**config.mk**
```make
export PLATFORM = sky130hd
export DESIGN_NAME = vram_plane_ctrl_flat
export DESIGN_NICKNAME = d
export VERILOG_FILES = /design/src/rtl/vram_plane_ctrl_pkg.sv /design/src/rtl/vram_plane_ctrl_if.sv /design/src/rtl/vram_plane_ctrl_vblank_irq.sv /design/src/rtl/vram_plane_ctrl.sv /design/src/flat_wrapper.sv
export SDC_FILE = /design/constraint.sdc
export NUM_CORES = 1
export LEC_CHECK = 0
export BUFFER_PORTS_ARGS = -buffer_cell sky130_fd_sc_hd__buf_2
export CAP_MARGIN = 20
export CORE_ASPECT_RATIO = 1.75
export CORE_UTILIZATION = 50
export CTS_CLUSTER_DIAMETER = 50
export DETAILED_ROUTE_END_ITERATION = 8
export PLACE_DENSITY = 0.86
export REMOVE_ABC_BUFFERS = 1
export SETUP_SLACK_MARGIN = 0.05
export SKIP_CTS_REPAIR_TIMING = 1
export SLEW_MARGIN = 10
export SYNTH_ARGS = -nofsm -noshare
export SYNTH_HDL_FRONTEND = slang
export SYNTH_SLANG_ARGS = --single-unit
```
**constraint.sdc**
```tcl
create_clock -name clk -period 3.3 [get_ports clk]
set_clock_uncertainty 0.05 [all_clocks]
set_input_delay 0.495 -clock clk [delete_from_list [all_inputs] [get_ports clk]]
set_output_delay 0.495 -clock clk [all_outputs]
set_load 0.01 [all_outputs]
```
**src/rtl/vram_plane_ctrl_pkg.sv**
```systemverilog
// Shared types and constants for the VRAM plane controller: FSM states,
// default I/O port map and the plane read-combine helper.
package vram_plane_pkg;

  typedef enum logic [2:0] {
    ST_IDLE = 3'd0,
    ST_WR   = 3'd1,
    ST_RD1  = 3'd2,
    ST_RD2  = 3'd3,
    ST_HOLD = 3'd4
  } state_e;

  localparam int          DEF_PLANES     = 6;
  localparam int          DEF_AW         = 13;
  localparam logic [15:0] DEF_VRAM_BASE  = 16'hEC00;
  localparam logic [7:0]  DEF_IO_RD_BANK = 8'hF1;
  localparam logic [7:0]  DEF_IO_WR_BANK = 8'hF2;
  localparam logic [7:0]  DEF_IO_CTRL    = 8'hFB;
  localparam logic [7:0]  DEF_IO_IRQ_ACK = 8'hFC;

  // q holds up to eight planes, plane i at [8i+7:8i]; mask is already
  // limited to the planes that exist. mode 0 ORs, mode 1 takes the lowest.
  function automatic logic [7:0] plane_combine(input logic [63:0] q,
                                               input logic [7:0]  mask,
                                               input logic        mode);
    logic [7:0] acc;
    logic       found;
    acc   = 8'h00;
    found = 1'b0;
    for (int i = 0; i < 8; i++) begin
      if (mask[i]) begin
        if (!mode) begin
          acc = acc | q[8*i +: 8];
        end else if (!found) begin
          acc   = q[8*i +: 8];
          found = 1'b1;
        end else begin
          acc = acc;
        end
      end
    end
    return acc;
  endfunction

endpackage

```
**src/rtl/vram_plane_ctrl_if.sv**
```systemverilog
// Z80-side bus seen by the VRAM plane controller.
interface vram_plane_ctrl_if;
  logic [15:0] cpu_addr;
  logic [7:0]  cpu_dout;
  logic        cpu_wr_n;
  logic        cpu_rd_n;
  logic        cpu_mreq_n;
  logic        cpu_iorq_n;
  logic [7:0]  cpu_din;
  logic        cpu_wait_n;
  logic        cpu_int_n;

  modport master (
    output cpu_addr, cpu_dout, cpu_wr_n, cpu_rd_n, cpu_mreq_n, cpu_iorq_n,
    input  cpu_din, cpu_wait_n, cpu_int_n
  );

  modport slave (
    input  cpu_addr, cpu_dout, cpu_wr_n, cpu_rd_n, cpu_mreq_n, cpu_iorq_n,
    output cpu_din, cpu_wait_n, cpu_int_n
  );
endinterface

```
**src/rtl/vram_plane_ctrl_vblank_irq.sv**
```systemverilog
// Vertical-blank interrupt: rising-edge detect, pending latch held until
// acknowledged, and the maskable enable bit.
module vblank_irq (
  input  logic clk,
  input  logic reset_n,
  input  logic vb,
  input  logic ack,
  input  logic en_we,
  input  logic en_d,
  output logic pend,
  output logic irq_en,
  output logic int_n
);

  logic vb_prev_r;
  logic pend_r;
  logic irq_en_r;
  logic int_n_r;
  logic pend_nxt_s;
  logic en_nxt_s;

  // Next pending/enable values; a fresh edge wins over a same-cycle ack.
  always_comb begin
    pend_nxt_s = pend_r;
    en_nxt_s   = irq_en_r;
    if (vb && !vb_prev_r) begin
      pend_nxt_s = 1'b1;
    end else if (ack) begin
      pend_nxt_s = 1'b0;
    end else begin
      pend_nxt_s = pend_r;
    end
    if (en_we) begin
      en_nxt_s = en_d;
    end else begin
      en_nxt_s = irq_en_r;
    end
  end

  // Edge history, pending/enable state and registered interrupt line.
  always_ff @(posedge clk or negedge reset_n) begin
    if (!reset_n) begin
      vb_prev_r <= 1'b0;
      pend_r    <= 1'b0;
      irq_en_r  <= 1'b1;
      int_n_r   <= 1'b1;
    end else begin
      vb_prev_r <= vb;
      pend_r    <= pend_nxt_s;
      irq_en_r  <= en_nxt_s;
      int_n_r   <= ~(pend_nxt_s & en_nxt_s);
    end
  end

  assign pend   = pend_r;
  assign irq_en = irq_en_r;
  assign int_n  = int_n_r;

endmodule

```
**src/rtl/vram_plane_ctrl.sv**
```systemverilog
// Z80-to-VRAM plane controller: banked broadcast writes, wait-stated
// combined reads, I/O-mapped bank/mode registers and the vblank interrupt.
module vram_plane_ctrl
  import vram_plane_pkg::*;
#(
  parameter int          PLANES     = DEF_PLANES,
  parameter int          AW         = DEF_AW,
  parameter logic [15:0] VRAM_BASE  = DEF_VRAM_BASE,
  parameter logic [7:0]  IO_RD_BANK = DEF_IO_RD_BANK,
  parameter logic [7:0]  IO_WR_BANK = DEF_IO_WR_BANK,
  parameter logic [7:0]  IO_CTRL    = DEF_IO_CTRL,
  parameter logic [7:0]  IO_IRQ_ACK = DEF_IO_IRQ_ACK
) (
  input  logic                  clk,
  input  logic                  reset_n,
  vram_plane_ctrl_if.slave      bus,
  input  logic                  vb,
  output logic [AW-1:0]         plane_addr,
  output logic [7:0]            plane_din,
  output logic [PLANES-1:0]     plane_we,
  input  logic [8*PLANES-1:0]   plane_q
);

  localparam logic [7:0] PLANE_MASK = 8'((32'd1 << PLANES) - 32'd1);

  state_e              state_r;
  state_e              state_nxt_s;
  logic [7:0]          rd_bank_r;
  logic [7:0]          wr_bank_r;
  logic                mode_r;
  logic [AW-1:0]       plane_addr_r;
  logic [7:0]          plane_din_r;
  logic [PLANES-1:0]   plane_we_r;
  logic [7:0]          cpu_din_r;
  logic [7:0]          io_port_s;
  logic [7:0]          io_rdata_s;
  logic [63:0]         q_pad_s;
  logic                win_hit_s;
  logic                rd_hit_s;
  logic                wr_hit_s;
  logic                wr_start_s;
  logic                rd_start_s;
  logic                io_wr_s;
  logic                io_rd_s;
  logic                ack_s;
  logic                en_we_s;
  logic                pend_s;
  logic                irq_en_s;
  logic                int_n_s;

  assign io_port_s  = bus.cpu_addr[7:0];
  assign win_hit_s  = ~bus.cpu_mreq_n & (bus.cpu_addr >= VRAM_BASE);
  assign rd_hit_s   = win_hit_s & ~bus.cpu_rd_n;
  assign wr_hit_s   = win_hit_s & ~bus.cpu_wr_n;
  assign wr_start_s = (state_r == ST_IDLE) & wr_hit_s;
  assign rd_start_s = (state_r == ST_IDLE) & rd_hit_s & ~wr_hit_s;
  assign io_wr_s    = ~bus.cpu_iorq_n & ~bus.cpu_wr_n;
  assign io_rd_s    = ~bus.cpu_iorq_n & ~bus.cpu_rd_n;
  assign ack_s      = io_wr_s & (io_port_s == IO_IRQ_ACK);
  assign en_we_s    = io_wr_s & (io_port_s == IO_CTRL);
  assign q_pad_s    = 64'(plane_q);

  vblank_irq u_vblank_irq (
    .clk     (clk),
    .reset_n (reset_n),
    .vb      (vb),
    .ack     (ack_s),
    .en_we   (en_we_s),
    .en_d    (bus.cpu_dout[0]),
    .pend    (pend_s),
    .irq_en  (irq_en_s),
    .int_n   (int_n_s)
  );

  // Bank masks and read mode; bits for absent planes never stick.
  always_ff @(posedge clk or negedge reset_n) begin
    if (!reset_n) begin
      rd_bank_r <= 8'h00;
      wr_bank_r <= 8'h00;
      mode_r    <= 1'b0;
    end else begin
      if (io_wr_s && (io_port_s == IO_RD_BANK)) rd_bank_r <= bus.cpu_dout & PLANE_MASK;
      if (io_wr_s && (io_port_s == IO_WR_BANK)) wr_bank_r <= bus.cpu_dout & PLANE_MASK;
      if (en_we_s) mode_r <= bus.cpu_dout[1];
    end
  end

  // I/O read mux over the listed ports.
  always_comb begin
    io_rdata_s = 8'hFF;
    case (io_port_s)
      IO_RD_BANK: io_rdata_s = rd_bank_r;
      IO_WR_BANK: io_rdata_s = wr_bank_r;
      IO_CTRL:    io_rdata_s = {6'b000000, mode_r, irq_en_s};
      IO_IRQ_ACK: io_rdata_s = {7'b0000000, pend_s};
      default:    io_rdata_s = 8'hFF;
    endcase
  end

  // Access FSM state register.
  always_ff @(posedge clk or negedge reset_n) begin
    if (!reset_n) begin
      state_r <= ST_IDLE;
    end else begin
      state_r <= state_nxt_s;
    end
  end

  // Next state; HOLD waits for the strobe to drop so one strobe is one access.
  always_comb begin
    state_nxt_s = state_r;
    case (state_r)
      ST_IDLE: begin
        if (wr_hit_s) begin
          state_nxt_s = ST_WR;
        end else if (rd_hit_s) begin
          state_nxt_s = ST_RD1;
        end else begin
          state_nxt_s = ST_IDLE;
        end
      end
      ST_WR:   state_nxt_s = ST_HOLD;
      ST_RD1:  state_nxt_s = ST_RD2;
      ST_RD2:  state_nxt_s = ST_HOLD;
      ST_HOLD: begin
        if (bus.cpu_mreq_n) begin
          state_nxt_s = ST_IDLE;
        end else begin
          state_nxt_s = ST_HOLD;
        end
      end
      default: state_nxt_s = ST_IDLE;
    endcase
  end

  // Plane address/data/enable and CPU read data registers.
  always_ff @(posedge clk or negedge reset_n) begin
    if (!reset_n) begin
      plane_addr_r <= '0;
      plane_din_r  <= 8'h00;
      plane_we_r   <= '0;
      cpu_din_r    <= 8'h00;
    end else begin
      plane_we_r <= '0;
      if (wr_start_s) begin
        plane_addr_r <= bus.cpu_addr[AW-1:0];
        plane_din_r  <= bus.cpu_dout;
        plane_we_r   <= wr_bank_r[PLANES-1:0];
      end else if (rd_start_s) begin
        plane_addr_r <= bus.cpu_addr[AW-1:0];
      end
      if (state_r == ST_RD2) begin
        cpu_din_r <= plane_combine(q_pad_s, rd_bank_r, mode_r);
      end else if (io_rd_s) begin
        cpu_din_r <= io_rdata_s;
      end
    end
  end

  // Wait must drop in the detect cycle itself, before any register can react.
  assign bus.cpu_wait_n = ~(reset_n & (rd_start_s | (state_r == ST_RD1) | (state_r == ST_RD2)));
  assign bus.cpu_din    = cpu_din_r;
  assign bus.cpu_int_n  = int_n_s;
  assign plane_addr     = plane_addr_r;
  assign plane_din      = plane_din_r;
  assign plane_we       = plane_we_r;

endmodule

```
**src/flat_wrapper.sv**
```systemverilog
// flat-port wrapper written by rule: the top's interface ports become plain ports
module vram_plane_ctrl_flat import vram_plane_pkg::*;
#(
  parameter int          PLANES     = DEF_PLANES,
  parameter int          AW         = DEF_AW,
  parameter logic [15:0] VRAM_BASE  = DEF_VRAM_BASE,
  parameter logic [7:0]  IO_RD_BANK = DEF_IO_RD_BANK,
  parameter logic [7:0]  IO_WR_BANK = DEF_IO_WR_BANK,
  parameter logic [7:0]  IO_CTRL    = DEF_IO_CTRL,
  parameter logic [7:0]  IO_IRQ_ACK = DEF_IO_IRQ_ACK
)
  (clk, reset_n, vb, plane_addr, plane_din, plane_we, plane_q, bus_cpu_addr, bus_cpu_dout, bus_cpu_wr_n, bus_cpu_rd_n, bus_cpu_mreq_n, bus_cpu_iorq_n, bus_cpu_din, bus_cpu_wait_n, bus_cpu_int_n);
  vram_plane_ctrl_if bus_i ();
  input  logic clk;
  input  logic reset_n;
  input  logic vb;
  output logic [AW-1:0] plane_addr;
  output logic [7:0] plane_din;
  output logic [PLANES-1:0] plane_we;
  input  logic [8*PLANES-1:0] plane_q;
  input wire logic [$bits(bus_i.cpu_addr)-1:0] bus_cpu_addr;
  input wire logic [$bits(bus_i.cpu_dout)-1:0] bus_cpu_dout;
  input wire logic [$bits(bus_i.cpu_wr_n)-1:0] bus_cpu_wr_n;
  input wire logic [$bits(bus_i.cpu_rd_n)-1:0] bus_cpu_rd_n;
  input wire logic [$bits(bus_i.cpu_mreq_n)-1:0] bus_cpu_mreq_n;
  input wire logic [$bits(bus_i.cpu_iorq_n)-1:0] bus_cpu_iorq_n;
  output wire logic [$bits(bus_i.cpu_din)-1:0] bus_cpu_din;
  output wire logic [$bits(bus_i.cpu_wait_n)-1:0] bus_cpu_wait_n;
  output wire logic [$bits(bus_i.cpu_int_n)-1:0] bus_cpu_int_n;
  assign bus_i.cpu_addr = bus_cpu_addr;
  assign bus_i.cpu_dout = bus_cpu_dout;
  assign bus_i.cpu_wr_n = bus_cpu_wr_n;
  assign bus_i.cpu_rd_n = bus_cpu_rd_n;
  assign bus_i.cpu_mreq_n = bus_cpu_mreq_n;
  assign bus_i.cpu_iorq_n = bus_cpu_iorq_n;
  assign bus_cpu_din = bus_i.cpu_din;
  assign bus_cpu_wait_n = bus_i.cpu_wait_n;
  assign bus_cpu_int_n = bus_i.cpu_int_n;
  vram_plane_ctrl #(.PLANES(PLANES), .AW(AW), .VRAM_BASE(VRAM_BASE), .IO_RD_BANK(IO_RD_BANK), .IO_WR_BANK(IO_WR_BANK), .IO_CTRL(IO_CTRL), .IO_IRQ_ACK(IO_IRQ_ACK)) u_core (.clk(clk), .reset_n(reset_n), .bus(bus_i), .vb(vb), .plane_addr(plane_addr), .plane_din(plane_din), .plane_we(plane_we), .plane_q(plane_q));
endmodule
```
-- Word level (Yosys, flattened, before mapping)
Index checks and enable logic that the tools add are counted.
- $lt $le $gt $ge: 1
- equal/unequal tests: 8
- multiplexer cells: 49
- bitwise logic cells: 26
- reductions and logical operators: 8
- operator list (cell ; number):
    8-bit two-way mux ; 23
    8-bit OR ; 5
    8-bit == test, second input constant ; 4
    8-bit case mux with 4 select lines ; 1
    13-bit two-way mux ; 2
    1-bit two-way mux ; 18
    16-bit >= comparator, second input constant ; 1
    1-bit AND ; 12
    3-bit case mux with 4 select lines ; 1
    1-bit NOT ; 7
    3-bit by 2-bit == test with 1-bit output, second input constant ; 2
    3-bit two-way mux ; 2
    6-bit two-way mux ; 1
    2-bit nonzero test ; 2
    3-bit by 1-bit == test with 1-bit output, second input constant ; 1
    3-bit == test, second input constant ; 1
    1-bit logical AND ; 3
    3-bit logical NOT ; 1
    2-bit two-way mux ; 1
    1-bit OR ; 2
    2-bit OR reduction ; 1
    1-bit logical NOT ; 1
- logic and storage cells: 104
- input bits: 79
- register bits: 55
- output and inout port bits: 37

-- Longest topological paths before layout
Gate-level depths: netlist of the first run.
- word-level depth: 23
- mapped depth: 7

-- By module
Synthesis of the first run repeated with hierarchy kept, for this count alone.
- cell total of the unflattened synthesis: 212
- area total of the unflattened synthesis: 2666.3 µm²
- by module, submodules not included (module ; times used ; cells an instance ; seq. area each (µm²) ; area each (µm²)):
    vram_plane_ctrl ; 1 ; 203 ; 1276.2 ; 2524.9
    vblank_irq ; 1 ; 9 ; 102.6 ; 141.4

-- Least setup slack after synthesis of the first run
OpenSTA, ideal clock, no wires.
- kind: in2out
- start point: input bus_cpu_addr[11]
- end point: output bus_cpu_wait_n
- stages: 5
- path buffers: 0
- required time: 2.755 ns
- slack: 1.245 ns
- arrival time: 1.510 ns
- path through: a21oi_1 > or4_4 > nor2_4 > nand3b_1 > a21bo_2
- cells in the longest elaborated chain, start to end: 9
- ends and longest elaborated chain (element ; line ; RTL):
    start: declaration ; flat_wrapper.sv:21 ; input wire logic [$bits(bus_i.cpu_addr)-1:0] bus_cpu_addr;
    16-bit >= comparator (*) ; vram_plane_ctrl.sv:52 ; assign win_hit_s = ~bus.cpu_mreq_n & (bus.cpu_addr >= VRAM_BASE);
    1-bit AND (*) ; vram_plane_ctrl.sv:52 ;
    1-bit AND (on tied branches) ; vram_plane_ctrl.sv:53, vram_plane_ctrl.sv:54 ;
    1-bit AND or 1-bit NOT (tied branches) ; vram_plane_ctrl.sv:56 ; assign rd_start_s = (state_r == ST_IDLE) & rd_hit_s & ~wr_hit_s;
    1-bit AND (*) ; vram_plane_ctrl.sv:56 ;
    1-bit OR (*) (2 in a row) ; vram_plane_ctrl.sv:161 ; assign bus.cpu_wait_n = ~(reset_n & (rd_start_s | (state_r == ST_RD1) | (state_r == ST_RD2)));
    1-bit AND (*) ; vram_plane_ctrl.sv:161 ;
    1-bit NOT (*) ; vram_plane_ctrl.sv:161 ;
    end: declaration ; flat_wrapper.sv:28 ; output wire logic [$bits(bus_i.cpu_wait_n)-1:0] bus_cpu_wait_n;
Every way passes the cells marked *; elsewhere a longest branch is shown, timed or not.

-- Final worst setup path of the first run
- start point: register u_core.state_r[2]
- end point: output bus_cpu_wait_n
- cells in the longest elaborated chain, start to end: 7
- ends and longest elaborated chain (element ; line ; RTL):
    start: declaration ; vram_plane_ctrl.sv:26 ; state_e state_r;
    start signal: assignment ; vram_plane_ctrl.sv:105 ; state_r <= state_nxt_s;
    3-bit logical NOT ; vram_plane_ctrl.sv:56 ;
    1-bit AND (2 in a row) ; vram_plane_ctrl.sv:56 ;
    1-bit OR ; vram_plane_ctrl.sv:161 ;
    1-bit OR (*) ; vram_plane_ctrl.sv:161 ;
    1-bit AND (*) ; vram_plane_ctrl.sv:161 ;
    1-bit NOT (*) ; vram_plane_ctrl.sv:161 ;
Marks and branches as above.

==> summary.md, run 1 <==
- 5 — worst r2r path cells
- 0.10 ns — Clk pin slew, worst setup/hold paths
- 48 — count of different cell masters after synthesis
- 2 — number of buffers between clock root and the deepest sink
- 513 nW/um^2 — PD cells
- 56.2% — fraction of final layout cells with drive strength greater than 1
- 0.99 ns — Reg2Reg Setup Slack
- 5 — number of clock buffers inserted by TritonCTS
- 1.26 mW — internal power contribution
- 207 — cell count after synthesis
- dfrtp_1 — top flip-flop cell by instance count after synthesis
- 16.1% — multiplexer area fraction after synthesis
- 5800 um^2 — area of the die
- clkbuf_8 — Clock Root Buffer
- 0 — Final Hold Fails
- 55 — number of register bits inferred by synthesis
- 75.8% — final cycle utilization of the critical path
- 10.0 mm — wire length of the first global-routing pass
- in -> reg — path class of the lowest-slack min-delay path
- 400 MHz — peak clock frequency supported by timing
- 5.86 — routed vias/inst
- nand4b_1 > or4_4 > nor2_4 > nand3b_1 > a21bo_2 > buf_2 — CP cell instances
- 41.4% — met2 global-route usage
- 56 — pin count of the biggest net entering global routing
- 2215 — via count of the first global-routing pass
- 6.50 mm — routed wire length
- 25.0% — layout overhead on the synthesized area
- 4.12% — met3 usage
- output pin — capturing element type of the critical path
- 0 — Overflow after GRT
- 28.6% — sw frac
- 0 ns — total negative slack for setup checks
- 400 — count of nets after finishing
- 2.50 ns — minimum clock period after layout
- 0.796 — global placement routability congestion
- 369 — number of placed instances, taps included
- 50.9% — sequential fraction of design power
- done — CTS tree
- 50.2% — sequential cell area fraction in the yosys report
- 2 — Clock H-tree levels
- 1.73 nW — leakage power
- 377 — Final Non-Filler Cells
- 18.2% — area fraction in compound gates after synthesis
- 58.0 um — die span in x
- 0 — number of enable flip-flop cells after synthesis
- 10 — total DRC errors in the routed layout
- 17.2 um — average wire length per cell after detail routing
- 0.000370 V — maximum VDD drop
- 0.665 ns — Worst Tran Pin Value
- 21.3% — clock network fraction of total power
- reg -> out — kind of critical path
- finished, violations left — outcome
- 428 — filler cell count in the final layout
- 2750 um^2 — netlist area before placement
- or4_4 — cell with the biggest individual delay on the critical path
- 27.9% — combinational group share of total power
- 0 — antenna violations before repair
- 100% — Post-synth ARST share
- vb — min-delay src
- 13.3 um^2 — synthesized area per cell
- u_core.bus.cpu_din[1] — Critical R2R Capture
- 5260 um^2 — Floorplan Core Area
- 0.269 ns — final-layout worst hold slack
- compound AO/OA/AOI/OAI gates — dominant combinational cell family by area after synthesis
- 4 — largest fanout on the critical path
- 65.3% — share of the core filled with cells
- 0.48 ns — Slowest Stage Delay on Critical Path
- 1.96 ns — critical path data arrival time
- 55 — clock sink count
- 45 — first-iteration detailed-routing DRC count
- false — RSZ-0062 raised after global routing
- 3430 um^2 — Final Instance Area
- 22.6% — overall routing resource usage
- 0 — final max-slew violation count
- 0% — Adder-Cell Fraction of Synth Area
- 0.504 mW — power spent charging and discharging nets
- 2209 — via total after detailed routing
- 0 — DRT antenna net count
- 0 — count of warnings emitted by yosys
- 116 — total I/O pin count
- flip-flop — type of origin of the critical path
- 0.319% — xor and xnor fraction of the mapped netlist area
- 55.7% — Rel. slew slack
- 35 — Cell Rows
- 52.3% — initial core utilization
- 12.5% — fraction of the mapped netlist area in simple logic gates
- 0 — antenna cells
- 0.31 ns — clock latency on the worst-skew pair
- 3340 um^2 — instance area after placement
- 0 — final setup violation count
- 24.6% — met1 global-route usage
- u_core.u_vblank_irq.vb_prev_r — worst-case hold path end point
- 0 — number of violations of the max-capacitance limit
- 115 — I/O Buffers
- 2.75 ns — Worst Path Required
- met2 — most congested layer reported by global routing
- 1 — worst hold path stage count
- design-rule violations — failing checks
- 5.15 mm — placed wire-length estimate after detailed placement
- 100 um — Die H
- 6 — number of detailed-route iterations in the first pass
- u_core.rd_bank_r[0] — Worst R2R Start
==> how the worst max path moves through the flow <==
stage	cells past startpoint	startpoint	to	slack (ns)
after floorplan	5	bus_cpu_addr[11]	bus_cpu_wait_n	1.24
after global placement	7	bus_cpu_addr[11]	bus_cpu_wait_n	1.02
final	6	u_core.state_r[2]	bus_cpu_wait_n	0.80
after detailed placement	7	bus_cpu_addr[10]	bus_cpu_wait_n	0.98
after CTS	6	u_core.state_r[2]	bus_cpu_wait_n	0.78
after global routing	6	u_core.state_r[2]	bus_cpu_wait_n	0.72
==> sequential cells by signal, summed over array words and instances, names as in the netlist <==
register                       flops
u_core.u_vblank_irq.irq_en         1
u_core.plane_we                    6
u_core.rd_bank_r                   6
u_core.wr_bank_r                   6
u_core.plane_din                   8
u_core.u_vblank_irq.int_n          1
u_core.u_vblank_irq.pend           1
u_core.mode_r                      1
u_core.state_r                     3
u_core.bus.cpu_din                 8
u_core.u_vblank_irq.vb_prev_r      1
u_core.plane_addr                 13
==> layout make-up <==
class / count / area (um^2) / area share (%)
multi-input combinational: 140 / 1290 / 37.7
clock buffer: 7 / 86.3 / 2.52
timing repair buffer: 116 / 583 / 17.0
sequential: 55 / 1380 / 40.2
clock inverter: 1 / 8.76 / 0.255
inverter: 3 / 11.3 / 0.328
tap: 55 / 68.8 / 2.01
==> Yosys cell counts (2+ instances only) <==
| master | count | area [um^2] |
|---|---|---|
| mux2_1 | 4 | 45.0 |
| a221o_1 | 13 | 130 |
| o22ai_1 | 2 | 12.5 |
| or4_4 | 2 | 22.5 |
| mux2_2 | 22 | 248 |
| nand2_1 | 3 | 11.3 |
| dfrtp_1 | 53 | 1330 |
| a221o_2 | 3 | 33.8 |
| a221oi_1 | 3 | 26.3 |
| nand3_1 | 3 | 15.0 |
| o21ai_0 | 5 | 25.0 |
| and2_1 | 8 | 50.1 |
| mux2_4 | 10 | 150 |
| nor3_2 | 5 | 50.1 |
| nor2_1 | 8 | 30.0 |
| a21oi_1 | 7 | 35.0 |
| a221oi_2 | 6 | 90.1 |
| inv_1 | 3 | 11.3 |
| dfstp_2 | 2 | 52.6 |
| a22o_1 | 7 | 61.3 |
| nand4b_1 | 2 | 17.5 |
| clkbuf_1 | 4 | 15.0 |
| buf_6 | 3 | 33.8 |
| nor3_1 | 4 | 20.0 |
| nor2b_1 | 2 | 12.5 |
==> power by group through the flow <==
stage | Combinational (mW) | Clock (mW) | Sequential [mW]
detailed placement | 0.495 | 0 | 0.909
global placement | 0.483 | 0 | 0.900
global route | 0.534 | 0.411 | 0.912
floorplan | 0.206 | 0 | 0.964
finish | 0.491 | 0.375 | 0.896
CTS | 0.498 | 0.388 | 0.896
==> worst max-delay path: cells and delay by family (launching register included) <==
family | cells | cell delay [ns]
simple gates | 4 | 0.90
flops | 1 | 0.41
compound gates | 1 | 0.22
buf+inv | 1 | 0.13
==> kinds of logic after synthesis <==
family / Yosys count
and+or+nand+nor: 49
muxes: 36
DFF: 55
xor gates and xnor gates: 1
buffers and inverters: 12
AOI/OAI and AO/OA: 54
==> routing by layer <==
layer / up-vias / part of all wire [%]
li1: 1037 / -
met1: 1083 / 37
met2: 72 / 55
met3: 17 / 4.7
met4: 0 / 3.3
met5: - / 0
==> per-stage QoR <==
stage	worst slack, ns	power, mW
global route	0.724	1.86
global placement	1.02	1.38
finish	0.797	1.76
CTS	0.784	1.78
floorplan	1.24	1.17
detailed placement	0.980	1.40
==> cells in the final DEF (no fill, tap or decap), types with 3 or more instances in the layout <==
cell      count
nor2_1        8
a221oi_2      6
inv_1         3
buf_2       115
a221o_2       3
o21ai_0       5
and2_1        8
dfrtp_1      53
a22o_1        7
a21oi_1       7
clkbuf_8      6
mux2_2       22
nor3_2        5
mux2_4       10
mux2_1        4
nor3_1        4
nand2_1       3
nand3_1       3
a221oi_1      3
a221o_1      13
No activity file was read; power rests on OpenSTA's default activity.
==> inputs of run 2 (changes only) <==
CORE_UTILIZATION = 48   (was 50)
PLACE_DENSITY = 0.83   (was 0.86)
clock period = 2.4 ns   (was 3.3 ns; I/O delays follow)
==> summary.md, run 2 (same netlist as run 1, synthesis figures left out) <==
- 5.28 mm — placed wire-length estimate after detailed placement, +2.5%
- 2198 — via total after detailed routing, -0.50%
- 2.38 ns — minimum clock period after layout
- 1 — worst hold path stage count, unchanged
- 13 — flip-flop count of the largest register, all copies and words added, unchanged
- 0.121 ns — final-layout worst hold slack, -0.147 ns
- 48.5% — sequential fraction of design power, -2.4 points
- 0.31 ns — clock latency on the worst-skew pair, about the same
- buf_2, dfrtp_1, mux2_2 — commonest cells after routing, fill and taps aside
- 24.4% — clock network fraction of total power, +3.1 points
- done — CTS tree
- clkbuf_8 — Clock Root Buffer
- 22.4% — overall routing resource usage, -0.18 points
- 0.721 mW — power spent charging and discharging nets, +43%
- 2 — number of buffers between clock root and the deepest sink, unchanged
- 5 — number of clock buffers inserted by TritonCTS, unchanged
- 6.60 mm — routed wire length, +1.4%
- 56.9% — fraction of final layout cells with drive strength greater than 1, +0.71 points
- or4_4 — cell with the biggest individual delay on the critical path
- 0.48 ns — Slowest Stage Delay on Critical Path, about the same
- 0.850 — global placement routability congestion, +6.8%
- 50 — first-iteration detailed-routing DRC count, +11%
- finished, final reports clean — outcome
- 0 — number of violations of the max-capacitance limit, unchanged
- 4 — number of detailed-route iterations in the first pass, -2
- simple AND/OR/NAND/NOR gates — family of cells with the greatest summed delay on the critical path
- flip-flop — type of origin of the critical path
- 49.6% — initial core utilization, -2.7 points
- 1 — worst path bufs/invs, unchanged
- nand4b_1 > or4_4 > nor2_4 > nand3b_1 > a21bo_2 > buf_6 — CP cell instances
- 403 — count of nets after finishing, +0.75%
- 466 — filler cell count in the final layout, +8.9%
- 0 — antenna violations before repair, unchanged
- 1.82 mW — internal power contribution, +45%
- true — RSZ-0062 raised after global routing
- 56 — pin count of the biggest net entering global routing, unchanged
- 0.10 ns — Clk pin slew, worst setup/hold paths, about the same
- 99.4% — final cycle utilization of the critical path
- in -> reg — path class of the lowest-slack min-delay path
- 102 um — Die H, +2.0%
- 0 — Final Hold Fails, unchanged
- 0 — final max-slew violation count, unchanged
- 59.2 um — die span in x, +2.0%
- 27.7% — layout overhead on the synthesized area
- 116 — total I/O pin count, unchanged
- 0 — antenna cells, unchanged
- 1290 um^2 — Multi-input gate area, unchanged
- 36 — Cell Rows, +2.9%
- 1380 um^2 — Register Area, unchanged
- 10.2 mm — wire length of the first global-routing pass, +2.2%
- 5540 um^2 — Floorplan Core Area, +5.4%
- u_core.rd_bank_r[0] — Worst R2R Start
- 0.659 ns — Worst Tran Pin Value, -0.00560 ns
- 5.48 — routed vias/inst, -6.5%
- 1.99 ns — Worst Path Required, -0.76 ns
- 0.327 ns — post-placement worst setup slack, -0.654 ns
- 4 — largest fanout on the critical path, unchanged
- 2.54 mW — final total power, +44%
- 0 — total DRC errors in the routed layout, -10
- 0.31 ns — Reg2Reg Setup Slack, -0.68 ns
- 0.000397 V — maximum VDD drop, +7.3%
- vb — min-delay src
- 16.4 um — average wire length per cell after detail routing, -4.6%
- 115 — I/O Buffers, unchanged
- u_core.u_vblank_irq.vb_prev_r — worst-case hold path end point
- 724 nW/um^2 — PD cells, +41%
- 0 — Overflow after GRT, unchanged
- 28.4% — sw frac, -0.25 points
- reg -> out — kind of critical path
- 419 MHz — peak clock frequency supported by timing
- 1.75 nW — leakage power, +1.5%
- 2167 — via count of the first global-routing pass, -2.2%
- 0 — final setup violation count, unchanged
- buf_2 — most common cell after layout, fill and taps aside
- 56.1% — Rel. slew slack, +0.37 points
- 5 — worst r2r path cells, unchanged
- output pin — capturing element type of the critical path
- 27.0% — combinational group share of total power, -0.9 points
- 0.0151 ns — fin worst setup slack, -0.782 ns
- 55 — clock sink count, unchanged
- 2 — Clock H-tree levels, unchanged
- 63.3% — share of the core filled with cells, -2.0 points
- 1.97 ns — critical path data arrival time, about the same
- 0 — DRT antenna net count, unchanged
- 6040 um^2 — area of the die, +4.1%
- u_core.bus.cpu_din[2] — Critical R2R Capture
==> run 2: worst max-delay path by stage <==
stage / to / startpoint / cells after the start
finish: bus_cpu_wait_n / u_core.state_r[2] / 6
global route: bus_cpu_wait_n / u_core.state_r[2] / 6
CTS: bus_cpu_wait_n / u_core.state_r[2] / 6
detailed placement: bus_cpu_wait_n / bus_cpu_addr[11] / 7
global placement: bus_cpu_wait_n / bus_cpu_addr[11] / 7
floorplan: u_core.plane_din[0] / u_core.state_r[2] / 4
==> run 2: per-layer routing <==
metal	up-vias	GRT usage (%)	part of all wire, %
li1	1044	-	-
met1	1073	24.4	37
met2	72	41.9	57
met3	9	4.30	4.6
met4	0	7.51	1.3
met5	-	0	0
==> run 2: area by class of cell <==
| cell class | instances | share of cell area [%] |
|---|---|---|
| tap | 76 | 2.71 |
| timing repair buffer | 119 | 17.4 |
| inverter | 3 | 0.321 |
| clock buffer | 5 | 1.96 |
| sequential | 55 | 39.3 |
| multi-input combinational | 140 | 36.9 |
| clock inverter | 3 | 1.32 |
==> run 2: power by group through the flow <==
stage                     Combinational (mW)  Clock, mW  Sequential (mW)
after floorplan                        0.283          0             1.32
after global placement                 0.665          0             1.24
after detailed placement               0.681          0             1.25
after CTS                              0.682      0.643             1.23
after global routing                   0.748      0.669             1.26
final                                  0.687      0.621             1.23
==> run 2: worst register-to-register path, delay by kind of cell, from the launching register on <==
kind	cells	cell delay, ns
AOI/OAI and AO/OA	4	1.24
and+or+nand+nor	1	0.07
DFF	1	0.62
==> run 2: through the flow <==
stage	instances	area, um^2	setup TNS (ns)
after floorplan	198	2690	0
after global placement	392	3380	0
after detailed placement	392	3380	0
after CTS	400	3490	-0.0192
after global routing	401	3510	-0.0610
final	401	3510	0
